**src/rtl/nss_pkg.sv**
```systemverilog
// Shared types and constants for the nibble-serial subtractor.
package nss_pkg;

  localparam int unsigned NIBBLE_W = 4;

  typedef enum logic [1:0] {
    IDLE = 2'd0,
    BUSY = 2'd1,
    DONE = 2'd2
  } state_e;

endpackage

```
**src/rtl/nibble_serial_subtractor_slice.sv**
```systemverilog
// Combinational 4-bit subtractor slice: {Borrow_out, Diff} = A - B - Borrow_in.
module Subtractor_4bit
  import nss_pkg::*;
(
  input  logic [NIBBLE_W-1:0] A,
  input  logic [NIBBLE_W-1:0] B,
  input  logic                Borrow_in,
  output logic [NIBBLE_W-1:0] Diff,
  output logic                Borrow_out
);

  // Bit NIBBLE_W of the widened difference is set exactly when the result underflows.
  assign {Borrow_out, Diff} = {1'b0, A} - {1'b0, B} - {{NIBBLE_W{1'b0}}, Borrow_in};

endmodule

```
**src/rtl/nibble_serial_subtractor.sv**
```systemverilog
// Wide subtractor computing a - b - borrow_in one nibble per clock through a single
// 4-bit slice, with valid/ready handshakes on both operand and result sides.
module nibble_serial_subtractor
  import nss_pkg::*;
#(
  parameter int unsigned WIDTH = 16
) (
  input  logic             clk,
  input  logic             rst,
  input  logic             in_valid,
  output logic             in_ready,
  input  logic [WIDTH-1:0] a,
  input  logic [WIDTH-1:0] b,
  input  logic             borrow_in,
  output logic             out_valid,
  input  logic             out_ready,
  output logic [WIDTH-1:0] diff,
  output logic             borrow_out,
  output logic             busy
);

  localparam int unsigned NIBBLES = WIDTH / NIBBLE_W;
  localparam int unsigned CntW    = (NIBBLES > 1) ? $clog2(NIBBLES) : 1;

  state_e           state_q, state_d;
  logic [WIDTH-1:0] a_sh_q, a_sh_d;
  logic [WIDTH-1:0] b_sh_q, b_sh_d;
  logic [WIDTH-1:0] res_q, res_d;
  logic [WIDTH-1:0] diff_q, diff_d;
  logic             borrow_q, borrow_d;
  logic             borrow_out_q, borrow_out_d;
  logic [CntW-1:0]  cnt_q, cnt_d;

  logic [NIBBLE_W-1:0]       slice_diff;
  logic                      slice_borrow;
  logic [WIDTH+NIBBLE_W-1:0] res_cat;

  Subtractor_4bit u_slice (
    .A          (a_sh_q[NIBBLE_W-1:0]),
    .B          (b_sh_q[NIBBLE_W-1:0]),
    .Borrow_in  (borrow_q),
    .Diff       (slice_diff),
    .Borrow_out (slice_borrow)
  );

  // New nibble enters at the MSB end; after NIBBLES shifts nibble 0 sits at the LSB.
  assign res_cat = {slice_diff, res_q};

  always_comb begin
    state_d      = state_q;
    a_sh_d       = a_sh_q;
    b_sh_d       = b_sh_q;
    res_d        = res_q;
    diff_d       = diff_q;
    borrow_d     = borrow_q;
    borrow_out_d = borrow_out_q;
    cnt_d        = cnt_q;
    case (state_q)
      IDLE: begin
        if (in_valid) begin
          a_sh_d   = a;
          b_sh_d   = b;
          borrow_d = borrow_in;
          cnt_d    = '0;
          state_d  = BUSY;
        end
      end
      BUSY: begin
        a_sh_d   = a_sh_q >> NIBBLE_W;
        b_sh_d   = b_sh_q >> NIBBLE_W;
        res_d    = res_cat[WIDTH+NIBBLE_W-1:NIBBLE_W];
        borrow_d = slice_borrow;
        cnt_d    = cnt_q + CntW'(1);
        if (cnt_q == CntW'(NIBBLES - 1)) begin
          diff_d       = res_cat[WIDTH+NIBBLE_W-1:NIBBLE_W];
          borrow_out_d = slice_borrow;
          state_d      = DONE;
        end
      end
      DONE: begin
        if (out_ready) begin
          state_d = IDLE;
        end
      end
      default: state_d = IDLE;
    endcase
  end

  always_ff @(posedge clk) begin
    if (rst) begin
      state_q      <= IDLE;
      a_sh_q       <= '0;
      b_sh_q       <= '0;
      res_q        <= '0;
      diff_q       <= '0;
      borrow_q     <= 1'b0;
      borrow_out_q <= 1'b0;
      cnt_q        <= '0;
    end else begin
      state_q      <= state_d;
      a_sh_q       <= a_sh_d;
      b_sh_q       <= b_sh_d;
      res_q        <= res_d;
      diff_q       <= diff_d;
      borrow_q     <= borrow_d;
      borrow_out_q <= borrow_out_d;
      cnt_q        <= cnt_d;
    end
  end

  assign in_ready   = (state_q == IDLE);
  assign out_valid  = (state_q == DONE);
  assign busy       = (state_q != IDLE);
  assign diff       = diff_q;
  assign borrow_out = borrow_out_q;

endmodule
```
**config.mk**
```make
export PLATFORM = sky130hd
export DESIGN_NAME = nibble_serial_subtractor
export DESIGN_NICKNAME = d
export VERILOG_FILES = /design/src/rtl/nss_pkg.sv /design/src/rtl/nibble_serial_subtractor_slice.sv /design/src/rtl/nibble_serial_subtractor.sv
export SDC_FILE = /design/constraint.sdc
export NUM_CORES = 1
export LEC_CHECK = 0
export CORE_MARGIN = 1
export CORE_UTILIZATION = 50
export DETAILED_ROUTE_END_ITERATION = 7
export HOLD_SLACK_MARGIN = 0.12
export MAX_ROUTING_LAYER = met4
export PLACE_DENSITY = 0.85
export SLEW_MARGIN = 0
export SYNTH_ARGS = -nofsm -noshare
export SYNTH_HDL_FRONTEND = slang
export SYNTH_SLANG_ARGS = --single-unit
```
**constraint.sdc**
```tcl
create_clock -name clk -period 3 [get_ports clk]
set_input_delay 0.45 -clock clk [delete_from_list [all_inputs] [get_ports clk]]
set_output_delay 0.45 -clock clk [all_outputs]
set_load 0.05 [all_outputs]
```
---- Yosys cells after proc, flatten, opt, wreduce, memory -nomap -nowiden ----
Index checks and enable logic that the tools add are counted.
Widths: inputs -> output; s select.
word-level totals
  word-level logic and storage cells ...... 35
  input bits .............................. 37
  memory bits (read-only) ................. 0
  latch bits .............................. 0
  bits in writable memories ............... 0
  output and inout port bits .............. 20
  memories kept ........................... 0
  bits in registers ....................... 70
cells by class
  eq/ne operators ......................... 6
  shift operators ......................... 0
  reduce and logical (&&, ||, !) cells .... 6
  multiply operators ...................... 0
  magnitude comparators ................... 0
  add/sub/neg operators ................... 3
  muxes and demuxes ....................... 12
  div/mod/pow operators ................... 0
  bitwise operators ....................... 0
operators by type and width
  kind                 count
  $pmux 16 s2          2
  $mux 16              2
  $mux 2               4
  $pmux 2 s3           1
  $sub 4x4->5          1
  $sub 5x1->5          1
  $eq 2x2->1 const B   2
  $ne 2x2->1 const B   2
  $pmux 2 s2           1
  $reduce_and 2->1     2
  $reduce_bool 2->1    2
  $reduce_and 3->1     1
  $add 2x1->2 const B  1
  $eq 2x1->1 const B   1
  $logic_not 2->1      1
  $ne 2x1->1 const B   1
  $pmux 1 s2           1
  $mux 1               1

---- Logic depth before layout (Yosys ltp) ----
  depth in word-level cells ............... 3
  depth in mapped cells ................... 7
  mapped depth without buffers ............ 7

---- By module ----
Synthesis repeated with hierarchy kept, for this count alone.
unflattened totals
  cell total of the unflattened synthesis .. 312
  area total of the unflattened synthesis .. 2,780.2 um^2
by module, submodules not included
  module                    area each (um^2)  cells each  times used  sequential area each (um^2)
  nibble_serial_subtractor  2,572.5           288         1           1,321.3
  Subtractor_4bit           207.7             24          1           0.0

---- Least setup slack after synthesis ----
Ideal clock, no wire load.
  kind .................................... register to output
  start point ............................. register state_q[0]
  end point ............................... output port in_ready
  data arrival time ....................... 1,373 ps
  data required time ...................... 2,550 ps
  buffers on the path ..................... 2
  stages on the path, launching flop included .. 5
  path slack .............................. 1,177 ps
  cells stage by stage .................... dfxtp_1 buf_6 buf_6 or2_2 inv_1
on the way
  cells in the longest elaborated chain, start to end .. 1
RTL lines
  element                 line                             text
  start, declared         nibble_serial_subtractor.sv:25   state_e state_q, state_d;
  start signal, assigned  nibble_serial_subtractor.sv:100  state_q <= state_d;
  $logic_not 2->1         nibble_serial_subtractor.sv:111  assign in_ready = (state_q == IDLE);
  end, declared           nibble_serial_subtractor.sv:11   output logic in_ready,
Every way passes these cells.

---- Final worst setup path ----
  start point ............................. register state_q[1]
  end point ............................... output port in_ready
Same word-level chain as after synthesis.

==> flow_summary_export.csv <==
group,metric,value,unit
final_layout,antenna_cells_inserted,0,
synthesis,synthXorXnorAreaFrac,0.5410,%
sta,final_count_of_negative_setup_slack_endpoints,0,
placed_design,dpl_worst_slack,597.5,ps
worst_setup_path,worst_ep_arrival_time,1790,ps
synthesis,synth_compound_gate_area_share,17.16,%
drt,detailedRoute.firstIterationViolations,141,
clock_tree,numCtsBuffers,9,
worst_setup_path,criticalPathCategory,"flop to output pin",
drt,route.final.wire_length,6.672,mm
final_layout,numnets_final,454,
sta,finalCriticalPeriod,2236,ps
worst_setup_path,worstPathRequired,2550,ps
placed_design,dp.final_hpwl,4.617,mm
drt,detail_route.vias_per_cell,5.314,
sta,rsz0062_at_grt,"false",
worst_setup_path,cp_max_fo,2,
synthesis,muxShareOfSynthArea,0.3091,%
drt,detailroute.via_count,2593,
drt,post_drt_wl_per_cell,13.67,um
grt,wire_length_of_the_first_global_routing_pass,11.32,mm
synthesis,netlist_instances,365,
synthesis,syn_area_per_cell,8.872,sq um
synthesis,synth_seq_cells,66,
placed_design,gp_congestion,0.7906,
sta,worst_pin_slew,802.9,ps
power_and_ir_drop,ir_worst_vdd,293.0,uV
power_and_ir_drop,power_density,539.1,mW/mm^2
min_path,hold_path.startpoint,"diff[2]",
final_layout,final_core_utilization,64.80,%
sta,finalHoldViolCount,0,
grt,grt_pass1_vias,2552,
synthesis,synth_fa_ha_area_share,3.941,%
grt,groute.usage.overall,22.87,%
min_path,worstHoldEndpoint,"diff[2]",
synthesis,synth.net_count,411,
power_and_ir_drop,static-leakage-power,0.001463,uW
synthesis,ys_top_cells_by_area,"dfxtp_1 41%, or3b_1 6.5%, a21oi_1 5.9%",
synthesis,synth_sequential_area_ratio,40.80,%
synthesis,synth_simple_gate_area_share,29.40,%
placed_design,post-place-cells,472,
sta,worst_hold_slack,454.6,ps
worst_setup_path,crit_path_end_kind,"output pin",
die,core.rowCount,28,
sta,timing.clock.skew,7.544,ps
synthesis,post_synth_most_frequent_cells,"66 x dfxtp_1, 47 x nand2_1, 38 x a21oi_1, 33 x nor2_1, 28 x nand2b_1",
sta,final-max-slew-violation-count,0,
sta,maxClockFrequency,0.4471,GHz
synthesis,synth_top_area_share,40.80,%
clock_tree,worstSkewPairLatency,330,ps
drt,drc_errors,0,
die,floorplan.die.height,82.48,um
worst_setup_path,r2r_slack,1050,ps
drt,antenna_left,0,
min_path,hold_class,"flop to flop",
clock_tree,clk_pin_slew,80,ps
clock_tree,cts_max_level,3,
synthesis,post_synth_instance_area,0.003238,sq mm
placed_design,numPortBuffers,56,
sta,max_slew_margin,46.31,%
clock_tree,tritoncts,"yes",
synthesis,predominant_post_synthesis_flop_cell,"dfxtp_1",
clock_tree,clockRootBuffer,"clkbuf_8",
run,max_cap_viol_count,0,
grt,antenna_found_initial,0,
synthesis,synth-async-reset-ratio,0,%
synthesis,yosys.cell_types.count,39,
run_status,status,"finished, final reports clean",
drt,first_pass_iters,4,
final_layout,final_layout_size_suffix_gt1_share,14.04,%
die,initial_core_util,53.12,%
final_layout,post_layout_nonfiller_instances,488,
sta,minimum_setup_slack_in_the_final_design,763.5,ps
synthesis,yosys.cell_count.top_type,"dfxtp_1",
final_layout,area.growth.synth_to_final,21.99,%
synthesis,synth_top_family_by_area,"simple AND/OR/NAND/NOR gates",
synthesis,yosysWarnings,0,
final_layout,filler_cell_count,522,
grt,grt_start_max_net_pins,61,
worst_setup_path,regToRegStartpoint,"b_sh_q[0]",
clock_tree,cts.sink_count,66,
worst_setup_path,timing.reg2reg.worst_path_depth,7,
clock_tree,cts_max_path_buffers,2,
final_layout,multi_input_logic_area,0.001663,sq mm
synthesis,largest_area_contributor_in_the_synthesized_netlist,"dfxtp_1",
sta,setup-tns-final,0,ps
die,die_width,82.48,um
die,die_area,0.006802,sq mm
grt,grt-ovfl-total,0,
final_layout,area.sequential,0.001323,sq mm
clock_tree,post-cts-setup-buffers,0,
die,ioPinCount,57,
synthesis,number_of_enable_type_register_cells_in_the_synthesized_netlist,0,
min_path,worst_hold_path.num_cells,2,
sta,timing.final.crit_share,74.55,%
clock_tree,cts_hold_buf,0,
worst_setup_path,r2r-end,"res_q[15]",
worst_setup_path,cp-start-kind,"flop",
die,fp.coreArea,0.006096,sq mm
clock_tree,post_cts.resized_instances,0,
## metal layers
layer	global-route usage [%]	up-vias	routed length [um]
met2	39.67	48	3390
met5	-	-	0
met3	3.626	10	207
li1	-	1314	-
met4	9.825	0	111
met1	26.02	1221	2964
## worst max-delay path by stage
| stage | startpoint | to | slack [ps] | depth (start not counted) |
|---|---|---|---|---|
| 3_5_place_dp | in_valid | a_sh_q[11] | 600 | 5 |
| 5_1_grt | state_q[1] | in_ready | 700 | 3 |
| 2_1_floorplan | state_q[0] | in_ready | 1180 | 4 |
| 3_3_place_gp | in_valid | a_sh_q[11] | 670 | 5 |
| 6_report | state_q[1] | in_ready | 760 | 3 |
| 4_1_cts | state_q[1] | in_ready | 750 | 3 |
## where the power goes
| group | internal, uW | switching (uW) |
|---|---|---|
| logic | 175 | 188 |
| clock network | 466 | 346 |
| registers | 926 | 28.7 |
## cell families after synthesis
kind of cell | count (synthesis)
compound gates | 80
xor+xnor | 2
fa+ha+maj | 9
buf+inv | 42
flops | 66
mux | 1
simple gates | 165
## critical path: stages, from the launching register on
cell             delay (ps)
dfxtp_1                 310
or2_2                   310
inv_1                    60
clkdlybuf4s50_1         790
## area by class of cell
cell class	instances	share of cell area [%]
Clock inverter	7	2.376
Timing Repair Buffer	62	15.39
Multi-Input combinational cell	257	42.10
Tap cell	75	2.376
Inverter	12	1.140
Clock buffer	9	3.136
Sequential cell	66	33.48
## registers in the layout, indices dropped and copies added, names as in the netlist
| signal | flops |
|---|---|
| diff | 16 |
| a_sh_q | 16 |
| state_q | 2 |
| res_q | 12 |
| borrow_out | 1 |
| cnt_q | 2 |
| b_sh_q | 16 |
| borrow_q | 1 |
## stage by stage
stage,area (sq um),power (uW)
floorplan,3238,1234
global placement,3732,1321
detailed placement,3732,1336
CTS,3950,2137
global route,3950,2222
finish,3950,2130
## layout by cell type (no fill, tap or decap), types with 2 or more instances in the layout
cell | netlist | layout
clkinv_2 | 0 | 2
bufinv_16 | 0 | 2
a211oi_1 | 9 | 9
nand2_1 | 47 | 47
clkinvlp_4 | 0 | 2
o21ai_0 | 2 | 2
nor3_1 | 9 | 9
nor2b_1 | 3 | 3
clkbuf_8 | 0 | 9
buf_4 | 8 | 7
ha_1 | 7 | 7
nand3b_1 | 4 | 4
a21o_1 | 2 | 2
a22oi_1 | 7 | 7
nor2_1 | 33 | 33
a211oi_2 | 2 | 2
nor3_2 | 11 | 11
dfxtp_1 | 66 | 65
inv_1 | 12 | 12
xnor2_1 | 2 | 2
and3b_1 | 3 | 3
or3b_1 | 24 | 24
clkdlybuf4s50_1 | 0 | 53
a21oi_2 | 11 | 11
a21oi_1 | 38 | 38
fa_1 | 2 | 2
nand2b_1 | 28 | 28
No activity file was read; power rests on OpenSTA's default activity.
